**src/rtl/draw_playfield_pkg.sv**
```systemverilog
// Shared types for the playfield renderer: colour encoding and flash FSM states.
package draw_playfield_pkg;

  typedef logic [3:0] color_t;

  localparam color_t C_EMPTY  = 4'b0000;
  localparam color_t C_BORDER = 4'b0110;
  localparam color_t C_FLASH  = 4'b0111;

  typedef enum logic [1:0] {
    IDLE = 2'd0,
    ON   = 2'd1,
    OFF  = 2'd2,
    DONE = 2'd3
  } flash_state_t;

  // Piece ids map onto the upper half of the palette; id 0 is an empty cell.
  function automatic color_t piece_color(input logic [2:0] id);
    color_t c;
    if (id == 3'd0) begin
      c = C_EMPTY;
    end else begin
      c = {1'b1, id};
    end
    return c;
  endfunction

endpackage

```
**src/rtl/draw_playfield_flash_ctrl.sv**
```systemverilog
// Line-clear flash sequencer: latches the row mask on a request and alternates
// ON/OFF phases, counting frames, until the configured number of phases has elapsed.
module playfield_flash_ctrl
  import draw_playfield_pkg::*;
#(
  parameter int ROWS          = 22,
  parameter int FLASH_FRAMES  = 8,
  parameter int FLASH_TOGGLES = 6
) (
  input  logic            clk,
  input  logic            reset,
  input  logic            frame_start_i,
  input  logic            clear_req_i,
  input  logic [ROWS-1:0] clear_mask_i,
  output logic            busy_o,
  output logic            clear_done_o,
  output logic            flash_on_o,
  output logic            flash_off_o,
  output logic [ROWS-1:0] mask_o
);

  localparam int FW = (FLASH_FRAMES > 1) ? $clog2(FLASH_FRAMES) : 1;
  localparam int PW = $clog2(FLASH_TOGGLES + 1);
  localparam logic [FW-1:0] FRAME_LAST = FW'(FLASH_FRAMES - 1);
  localparam logic [PW-1:0] PHASE_END  = PW'(FLASH_TOGGLES);

  flash_state_t    state_q, state_d;
  logic [FW-1:0]   frame_q, frame_d;
  logic [PW-1:0]   phase_q, phase_d;
  logic [PW-1:0]   phase_inc_s;
  logic [ROWS-1:0] mask_q, mask_d;

  assign phase_inc_s = phase_q + PW'(1);

  always_comb begin
    state_d = state_q;
    frame_d = frame_q;
    phase_d = phase_q;
    mask_d  = mask_q;
    case (state_q)
      IDLE: begin
        // A frame_start coinciding with the request is deliberately not counted.
        if (clear_req_i) begin
          mask_d  = clear_mask_i;
          frame_d = '0;
          phase_d = '0;
          state_d = ON;
        end else begin
          state_d = IDLE;
        end
      end
      ON, OFF: begin
        if (frame_start_i) begin
          if (frame_q == FRAME_LAST) begin
            frame_d = '0;
            phase_d = phase_inc_s;
            if (phase_inc_s == PHASE_END) begin
              state_d = DONE;
            end else if (state_q == ON) begin
              state_d = OFF;
            end else begin
              state_d = ON;
            end
          end else begin
            frame_d = frame_q + FW'(1);
          end
        end else begin
          state_d = state_q;
        end
      end
      DONE: begin
        mask_d  = '0;
        state_d = IDLE;
      end
      default: begin
        state_d = IDLE;
      end
    endcase
  end

  always_ff @(posedge clk or posedge reset) begin
    if (reset) begin
      state_q <= IDLE;
      frame_q <= '0;
      phase_q <= '0;
      mask_q  <= '0;
    end else begin
      state_q <= state_d;
      frame_q <= frame_d;
      phase_q <= phase_d;
      mask_q  <= mask_d;
    end
  end

  assign busy_o       = (state_q != IDLE);
  assign clear_done_o = (state_q == DONE);
  assign flash_on_o   = (state_q == ON);
  assign flash_off_o  = (state_q == OFF);
  assign mask_o       = mask_q;

endmodule

```
**src/rtl/draw_playfield.sv**
```systemverilog
// Playfield renderer: two-stage pixel pipeline mapping (x, y) to a colour and
// draw-enable for the field and its border, with line-clear flashing.
module draw_playfield
  import draw_playfield_pkg::*;
#(
  parameter int COLS          = 10,
  parameter int ROWS          = 22,
  parameter int VIS_ROWS      = 20,
  parameter int ID_W          = 3,
  parameter int BLOCK_PX      = 16,
  parameter int START_X       = 240,
  parameter int START_Y       = 80,
  parameter int BORDER_PX     = 4,
  parameter int FLASH_FRAMES  = 8,
  parameter int FLASH_TOGGLES = 6
) (
  input  logic                                 clk,
  input  logic                                 reset,
  input  logic [ROWS-1:0][COLS-1:0][ID_W-1:0]  cells,
  input  logic [10:0]                          x,
  input  logic [10:0]                          y,
  input  logic                                 frame_start,
  input  logic [ROWS-1:0]                      clear_mask,
  input  logic                                 clear_req,
  output logic                                 busy,
  output logic                                 clear_done,
  output color_t                               color,
  output logic                                 drawEnable
);

  localparam int SH = $clog2(BLOCK_PX);
  localparam int CW = $clog2(COLS);
  localparam int RW = $clog2(ROWS);
  localparam logic [10:0] FX0 = 11'(START_X);
  localparam logic [10:0] FY0 = 11'(START_Y);
  localparam logic [10:0] FX1 = 11'(START_X + COLS * BLOCK_PX);
  localparam logic [10:0] FY1 = 11'(START_Y + VIS_ROWS * BLOCK_PX);
  localparam logic [10:0] BX0 = 11'(START_X - BORDER_PX);
  localparam logic [10:0] BY0 = 11'(START_Y - BORDER_PX);
  localparam logic [10:0] BX1 = 11'(START_X + COLS * BLOCK_PX + BORDER_PX);
  localparam logic [10:0] BY1 = 11'(START_Y + VIS_ROWS * BLOCK_PX + BORDER_PX);
  localparam logic [10:0] ROW_OFS = 11'(ROWS - VIS_ROWS);

  if ((BLOCK_PX < 4) || ((BLOCK_PX & (BLOCK_PX - 1)) != 0)) begin : g_bad_block
    $error("BLOCK_PX must be a power of two and at least 4");
  end
  if (VIS_ROWS > ROWS) begin : g_bad_rows
    $error("VIS_ROWS must not exceed ROWS");
  end
  if ((FLASH_TOGGLES % 2) != 0) begin : g_bad_toggles
    $error("FLASH_TOGGLES must be even");
  end
  if (ID_W != 3) begin : g_bad_id
    $error("ID_W must be 3 to fit the colour encoding");
  end

  logic            flash_on_s, flash_off_s;
  logic [ROWS-1:0] mask_s;

  playfield_flash_ctrl #(
    .ROWS          (ROWS),
    .FLASH_FRAMES  (FLASH_FRAMES),
    .FLASH_TOGGLES (FLASH_TOGGLES)
  ) u_flash_ctrl (
    .clk           (clk),
    .reset         (reset),
    .frame_start_i (frame_start),
    .clear_req_i   (clear_req),
    .clear_mask_i  (clear_mask),
    .busy_o        (busy),
    .clear_done_o  (clear_done),
    .flash_on_o    (flash_on_s),
    .flash_off_o   (flash_off_s),
    .mask_o        (mask_s)
  );

  logic [10:0]   dx_s, dy_s;
  logic          in_box_d, in_field_d, gap_d;
  logic [CW-1:0] col_d;
  logic [RW-1:0] row_d;
  logic          in_box_q, in_field_q, gap_q;
  logic [CW-1:0] col_q;
  logic [RW-1:0] row_q;
  color_t        color_d, color_q;
  logic          draw_en_q;
  logic [ID_W-1:0] id_s;

  // Offsets wrap when the pixel is left of/above the field; in_field masks that.
  always_comb begin
    dx_s       = x - FX0;
    dy_s       = y - FY0;
    in_box_d   = (x >= BX0) && (x < BX1) && (y >= BY0) && (y < BY1);
    in_field_d = (x >= FX0) && (x < FX1) && (y >= FY0) && (y < FY1);
    col_d      = CW'(dx_s >> SH);
    row_d      = RW'((dy_s >> SH) + ROW_OFS);
    gap_d      = (dx_s[SH-1:0] == '0) || (dx_s[SH-1:0] == '1) ||
                 (dy_s[SH-1:0] == '0) || (dy_s[SH-1:0] == '1);
  end

  always_comb begin
    id_s    = cells[row_q][col_q];
    color_d = C_EMPTY;
    if (in_box_q && !in_field_q) begin
      color_d = C_BORDER;
    end else if (!in_box_q) begin
      color_d = C_EMPTY;
    end else if (gap_q) begin
      color_d = C_EMPTY;
    end else if (mask_s[row_q] && flash_on_s) begin
      color_d = C_FLASH;
    end else if (mask_s[row_q] && flash_off_s) begin
      color_d = C_EMPTY;
    end else begin
      color_d = piece_color(id_s);
    end
  end

  always_ff @(posedge clk or posedge reset) begin
    if (reset) begin
      in_box_q   <= 1'b0;
      in_field_q <= 1'b0;
      gap_q      <= 1'b0;
      col_q      <= '0;
      row_q      <= '0;
      color_q    <= C_EMPTY;
      draw_en_q  <= 1'b0;
    end else begin
      in_box_q   <= in_box_d;
      in_field_q <= in_field_d;
      gap_q      <= gap_d;
      col_q      <= col_d;
      row_q      <= row_d;
      color_q    <= color_d;
      draw_en_q  <= in_box_q;
    end
  end

  assign color      = color_q;
  assign drawEnable = draw_en_q;

endmodule
```
**config.mk**
```make
export PLATFORM = sky130hd
export DESIGN_NAME = draw_playfield
export DESIGN_NICKNAME = d
export VERILOG_FILES = /design/src/rtl/draw_playfield_pkg.sv /design/src/rtl/draw_playfield_flash_ctrl.sv /design/src/rtl/draw_playfield.sv
export SDC_FILE = /design/constraint.sdc
export NUM_CORES = 1
export LEC_CHECK = 0
export BUFFER_PORTS_ARGS = -buffer_cell sky130_fd_sc_hd__buf_2
export CORE_AREA = 2 2 275 277
export CTS_BUF_LIST = sky130_fd_sc_hd__clkbuf_2
export DETAILED_ROUTE_END_ITERATION = 16
export DIE_AREA = 0 0 277 279
export GPL_TIMING_DRIVEN = 0
export SLEW_MARGIN = 25
export SYNTH_ARGS = -nofsm -noshare
export SYNTH_HDL_FRONTEND = slang
export SYNTH_SLANG_ARGS = --single-unit
export TNS_END_PERCENT = 20
```
**constraint.sdc**
```tcl
create_clock -name clk -period 3.05 [get_ports clk]
set_input_delay 0.305 -clock clk [delete_from_list [all_inputs] [get_ports clk]]
set_output_delay 0.305 -clock clk [all_outputs]
set_load 0.03 [all_outputs]
```
# Yosys cells after proc, flatten, opt, wreduce, memory -nomap -nowiden
# Cells that the tools add are included.
dict set report totals {
  out_inout_bits 7
  input_bits 708
  reg_bits 47
  wordCells 88
}
dict set report op_classes {
  eq_ne 10
  add_sub_neg 5
  magnitude_cmp 10
  n_mux 27
  reduce_logical 25
}
# cell count
set op_table {}
lappend op_table {{$bmux 30 s5} 1}
lappend op_table {{$lt 11x9->1 const B} 4}
lappend op_table {{$pmux 22 s2} 1}
lappend op_table {{$mux 30} 1}
lappend op_table {{$mux 4} 6}
lappend op_table {{$ge 11x7->1 const B} 2}
lappend op_table {{$ge 11x8->1 const B} 2}
lappend op_table {{$mux 22} 1}
lappend op_table {{$mux 3} 6}
lappend op_table {{$bmux 3 s4} 1}
lappend op_table {{$pmux 3 s2} 2}
lappend op_table {{$logic_and 1x1->1} 9}
lappend op_table {{$sub 9x7->9 const B} 1}
lappend op_table {{$eq 4x4->1 const B} 2}
lappend op_table {{$logic_not 4->1} 2}
lappend op_table {{$mux 2} 4}
lappend op_table {{$sub 8x8->8 const B} 1}
lappend op_table {{$add 3x1->3 const B} 2}
lappend op_table {{$eq 3x3->1 const B} 2}
lappend op_table {{$lt 5x6->1 const B} 1}
lappend op_table {{$pmux 2 s3} 1}
lappend op_table {{$reduce_bool 2->1} 3}
lappend op_table {{$add 5x2->5 const B} 1}
lappend op_table {{$bmux 1 s5} 1}
lappend op_table {{14 further kinds} 20}

# Logic depth before layout (Yosys ltp)
dict set report logic_depth {
  ltp_word 11
  depth_mapped 13
  mapped_depth_nobuf 8
}

# Hierarchy
# Synthesis repeated with hierarchy kept, for this count alone.
dict set report unflattened {
  hier_cells 740
  area_unflattened_um2 8175.3
}
# module area_each_um2 cells_per_inst seq_area_each_um2 n_inst
set by_module_without_submodules {}
lappend by_module_without_submodules {draw_playfield 6746.5 621 425.4 1}
lappend by_module_without_submodules {playfield_flash_ctrl 1428.9 119 750.7 1}

# Worst setup path after synthesis
# No wires, ideal clock.
dict set report synth_path {
  path_type {reg-to-reg}
  start {reg row_q[0]}
  end {reg color_q[3], in the netlist color[3]}
  n_path_buf 3
  period_less_slack_ps 2424
  path_stages_with_launch 10
  setup_slack_ps 626
  arrival_ps 2285
  required_ps 2910
  setup_time_ps 140
  cell_sequence {dfrtp_1 -> buf_6 -> buf_12 -> buf_8 -> mux4_2 -> o32ai_1 -> o22ai_1 -> a221o_1 -> a211oi_2 -> a311oi_1}
}
dict set report synth_between {
  elab_chain_cells 11
  elab_cells_between_ends 15
  cone_classes {12 x mux; 3 x reduce/logical}
}
# element line_no
set synth_lines {}
lappend synth_lines {{from (decl)} draw_playfield.sv:83} ;# logic [RW-1:0] row_q;
lappend synth_lines {{from (signal assigned)} draw_playfield.sv:132} ;# row_q <= row_d;
lappend synth_lines {{$bmux 30 s5} draw_playfield.sv:101} ;# id_s = cells[row_q][col_q];
lappend synth_lines {{$mux 30 (not written as such)} draw_playfield.sv:101}
lappend synth_lines {{$bmux 3 s4} draw_playfield.sv:101}
lappend synth_lines {{$mux 3 (not written as such)} draw_playfield.sv:101}
lappend synth_lines {{$logic_not 3->1} draw_playfield_pkg.sv:20} ;# if (id == 3'd0) begin
lappend synth_lines {{$mux 4} draw_playfield_pkg.sv:20}
lappend synth_lines {{$mux 4} draw_playfield.sv:111} ;# end else if (mask_s[row_q] && flash_off_s) begin
lappend synth_lines {{$mux 4 *} draw_playfield.sv:109} ;# end else if (mask_s[row_q] && flash_on_s) begin
lappend synth_lines {{$mux 4 *} draw_playfield.sv:107} ;# end else if (gap_q) begin
lappend synth_lines {{$mux 4 *} draw_playfield.sv:105} ;# end else if (!in_box_q) begin
lappend synth_lines {{$mux 4 *} draw_playfield.sv:103} ;# if (in_box_q && !in_field_q) begin
lappend synth_lines {{named net color_d[3]} draw_playfield.sv:84} ;# color_t color_d, color_q;
lappend synth_lines {{to (signal assigned)} draw_playfield.sv:133} ;# color_q <= color_d;
lappend synth_lines {{to (decl)} draw_playfield.sv:84}
# The timed path passes the listed nets; every way through them passes the cells marked *. The select of a mux whose other input is x is not followed.
# A chain may end at the register's enable or synchronous reset.

# Worst setup path in the final report
# Same ends and word-level chain as after synthesis.

==> impl_results.md <==
* Die Wd at 277 µm
* First-pass GRT wire length at 102 mm
* Setup TNS at 0 ns
* Max Buffers Root-to-Sink at 2
* Via count at 11000
* Synth Warn # at 0
* Critical-path maximum fanout at 5
* Static Leakage at 6.62 nW
* Yosys reg bits at 47
* Core area at 74100 µm²
* Asr flop ratio synth at 100%
* Post-DP HPWL at 68.0 mm
* RSZ-0062 raised after global routing: yes
* Initial Utilization at 11.3%
* Starting DRT DRC Count at 560
* CP Class: register to register
* Fmax at 0.337 GHz
* Crit path DAT at 3.35 ns
* Max-cap violations at 0
* Final number of setup-violating endpoints at 0
* Synth top area share at 27.6%
* Max-slew violation count at 0
* Fillers at 8267
* PD cells at 368 nW/µm²
* Layout cells sized above 1 at 67.2%
* Post-route minimum period at 2.97 ns
* Syn Inst Count at 760
* Root buffer cell: clkbuf_2
* Clock Skews at 0.0463 ns
* Initial antenna violation count at 56
* Wirelength, routed at 80.5 mm
* Area growth syn-to-layout at 73.8%
* I/O pin count at 715
* Slew @ Worst Pin at 0.791 ns
* Port bufs at 712
* Req. time, crit path at 3.43 ns
* Final hold vios at 0
* Slew headroom at 47.3%
* Worst r2r path cells at 10
* Fin area at 14600 µm²
* Gr ovfl total at 0
* Largest net degree at the start of global routing at 48
* Period utilisation layout at 97.2%
* Worst-Skew Late Latency at 0.46 ns
* Drt first pass iters at 5
* Syn Area/Cell at 11.1 µm²
* Final net count at 2240
* Min-Delay Startpoint: clear_mask[12]
* Total global-route track usage at 19.8%
* Setup ws final at 0.0845 ns
* Ys flop type: dfrtp_1
* Via density at 4.39
* Synth top area cells: mux4_2 28%, dfrtp_1 14%, mux2i_1 12%, mux4_1 7.8%, a21oi_1 2.6%
* Vert. Die Dim at 279 µm
* FF-to-FF Start: row_q[0]
* Row cnt at 100
* Total CTS buffers at 5
* VDD IR max at 0.228 mV
* Final Core Density at 19.7%
* Clk sink count at 47
* Overall die area at 77300 µm²
* Routed Antenna Nets at 0
* Yosys top cell by area: mux4_2
* Setup WS pre-CTS at -1.11 ns
* Final RePlAce weighted congestion at 0.855
* H-Tree Depth at 2
* Synthesized area at 8400 µm²
* Hold depth at 2
* Clock Pin Slew Worst Setup and Hold Paths at 0.29 ns
* Seq/Total Area, Yosys at 14.0%
* Area after DPL at 13200 µm²
* Post-synth EDFFs at 0
* TritonCTS clock tree: built
* Routed wire per std cell at 32.1 µm
* Worst Hold Class: input port to register
* Status: completed
* CP startpoint: row_q[0]
* Endpoint type of the worst setup path: register
* Vias in the first global route at 11500
* Startpoint Class: register
* WHS at 0.0408 ns
* Netlist cell types at 69
* # DRC at 0
* Post-Syn Nets at 1481
synth_stat cells, drive strengths merged, types with 20 or more instances:
cell type / number
a21oi: 43
a22o: 23
buf: 44
clkbuf: 31
dfrtp: 47
inv: 23
mux2i: 98
mux4: 128
nand2: 40
nor2: 28
o21ai: 41
o221ai: 23
o22ai: 20
power breakdown:
part	internal (mW)	leakage (nW)	total (mW)	switching, mW
Clock	0.226	0.0552	0.461	0.235
Sequential	0.820	0.591	0.970	0.150
Combinational	1.70	5.97	3.94	2.24
cells in the final DEF, fill, tap and decap left out, types with 8 or more instances in the layout:
cell type,count
a21oi_1,35
a22o_1,23
a22oi_1,8
buf_12,19
buf_2,714
buf_4,35
buf_6,12
clkbuf_2,9
clkbuf_8,11
dfrtp_1,45
diode_2,19
dlygate4sd3_1,10
ha_1,13
inv_1,20
mux2_2,8
mux2i_1,85
mux2i_4,9
mux4_1,23
mux4_2,105
nand2_1,38
nand2b_1,10
nand3_1,10
nand4_1,8
nor2_1,26
nor2b_1,9
nor3_1,9
nor3_2,10
o21ai_0,29
o221ai_1,11
o221ai_2,11
o22ai_1,16
registers in the layout, summed over array words and instances (netlist names):
name,flops
u_flash_ctrl.phase_q,3
u_flash_ctrl.mask_o,22
gap_q,1
u_flash_ctrl.state_q,2
drawEnable,1
color,4
u_flash_ctrl.frame_q,3
in_field_q,1
in_box_q,1
col_q,4
row_q,5
cells by family (layout without fill, tap and decap cells):
group | Yosys count | in the layout | share of synthesized area (%)
AO/OA/AOI/OAI | 212 | 212 | 17.7
XOR/XNOR | 6 | 6 | 0.626
adder cells (fa/ha/maj) | 14 | 14 | 2.06
buffers and inverters | 98 | 858 | 8.52
flip-flops | 47 | 47 | 14.0
multiplexers | 234 | 234 | 48.2
other | 0 | 19 | 0
AND/OR/NAND/NOR | 149 | 149 | 8.86
routing by layer:
metal	wire, µm	GRT usage (%)	share of wire (%)	vias up
met3	5990	4.83	7.4	141
met2	38400	34.5	48	695
li1	-	-	-	4736
met1	32700	23.8	41	5392
met4	3140	6.72	3.9	36
met5	259	0	0.32	-
timing repair:
action,4_1_cts,5_1_grt
setup endpoints to repair,4,4
pin swaps,17,19
hold endpoints to repair,52,4
resized for setup,151,42
setup buffers,24,7
hold buffers,6,4
cloned,0,0
stage by stage:
step	power (mW)	instances
2_1_floorplan	2.77	760
3_3_place_gp	4.53	2441
3_5_place_dp	4.56	2443
4_1_cts	5.36	2478
5_1_grt	5.68	2499
6_report	5.37	2508
worst paths after layout:
check,slack [ns],end
min in group asynchronous,0.43,col_q[1]
max reg2reg,0.08,color[3]
max in group asynchronous,2.14,row_q[2]
min reg2reg,0.47,drawEnable
min,0.04,u_flash_ctrl.mask_o[12]
max,0.08,color[3]
critical path: stages (launching register included):
cell      delay [ns]
dfrtp_1         0.39
buf_6           0.12
buf_12          0.14
buf_12          0.12
mux4_1          0.55
mux4_2          0.56
o311ai_2        0.45
nor4_4          0.08
a211oi_4        0.26
buf_12          0.16
a311oi_2        0.10
layout make-up:
type,count,area (µm²),area share (%)
Tap cell,969,1210,8.31
Timing Repair Buffer,754,3990,27.4
Clock inverter,3,71.3,0.489
Sequential cell,47,1180,8.07
Antenna cell,19,47.5,0.326
Inverter,23,91.3,0.626
Buffer,73,948,6.50
Clock buffer,5,25.0,0.171
Multi-Input combinational cell,615,7030,48.1
Power figures use the tool's default switching activity.
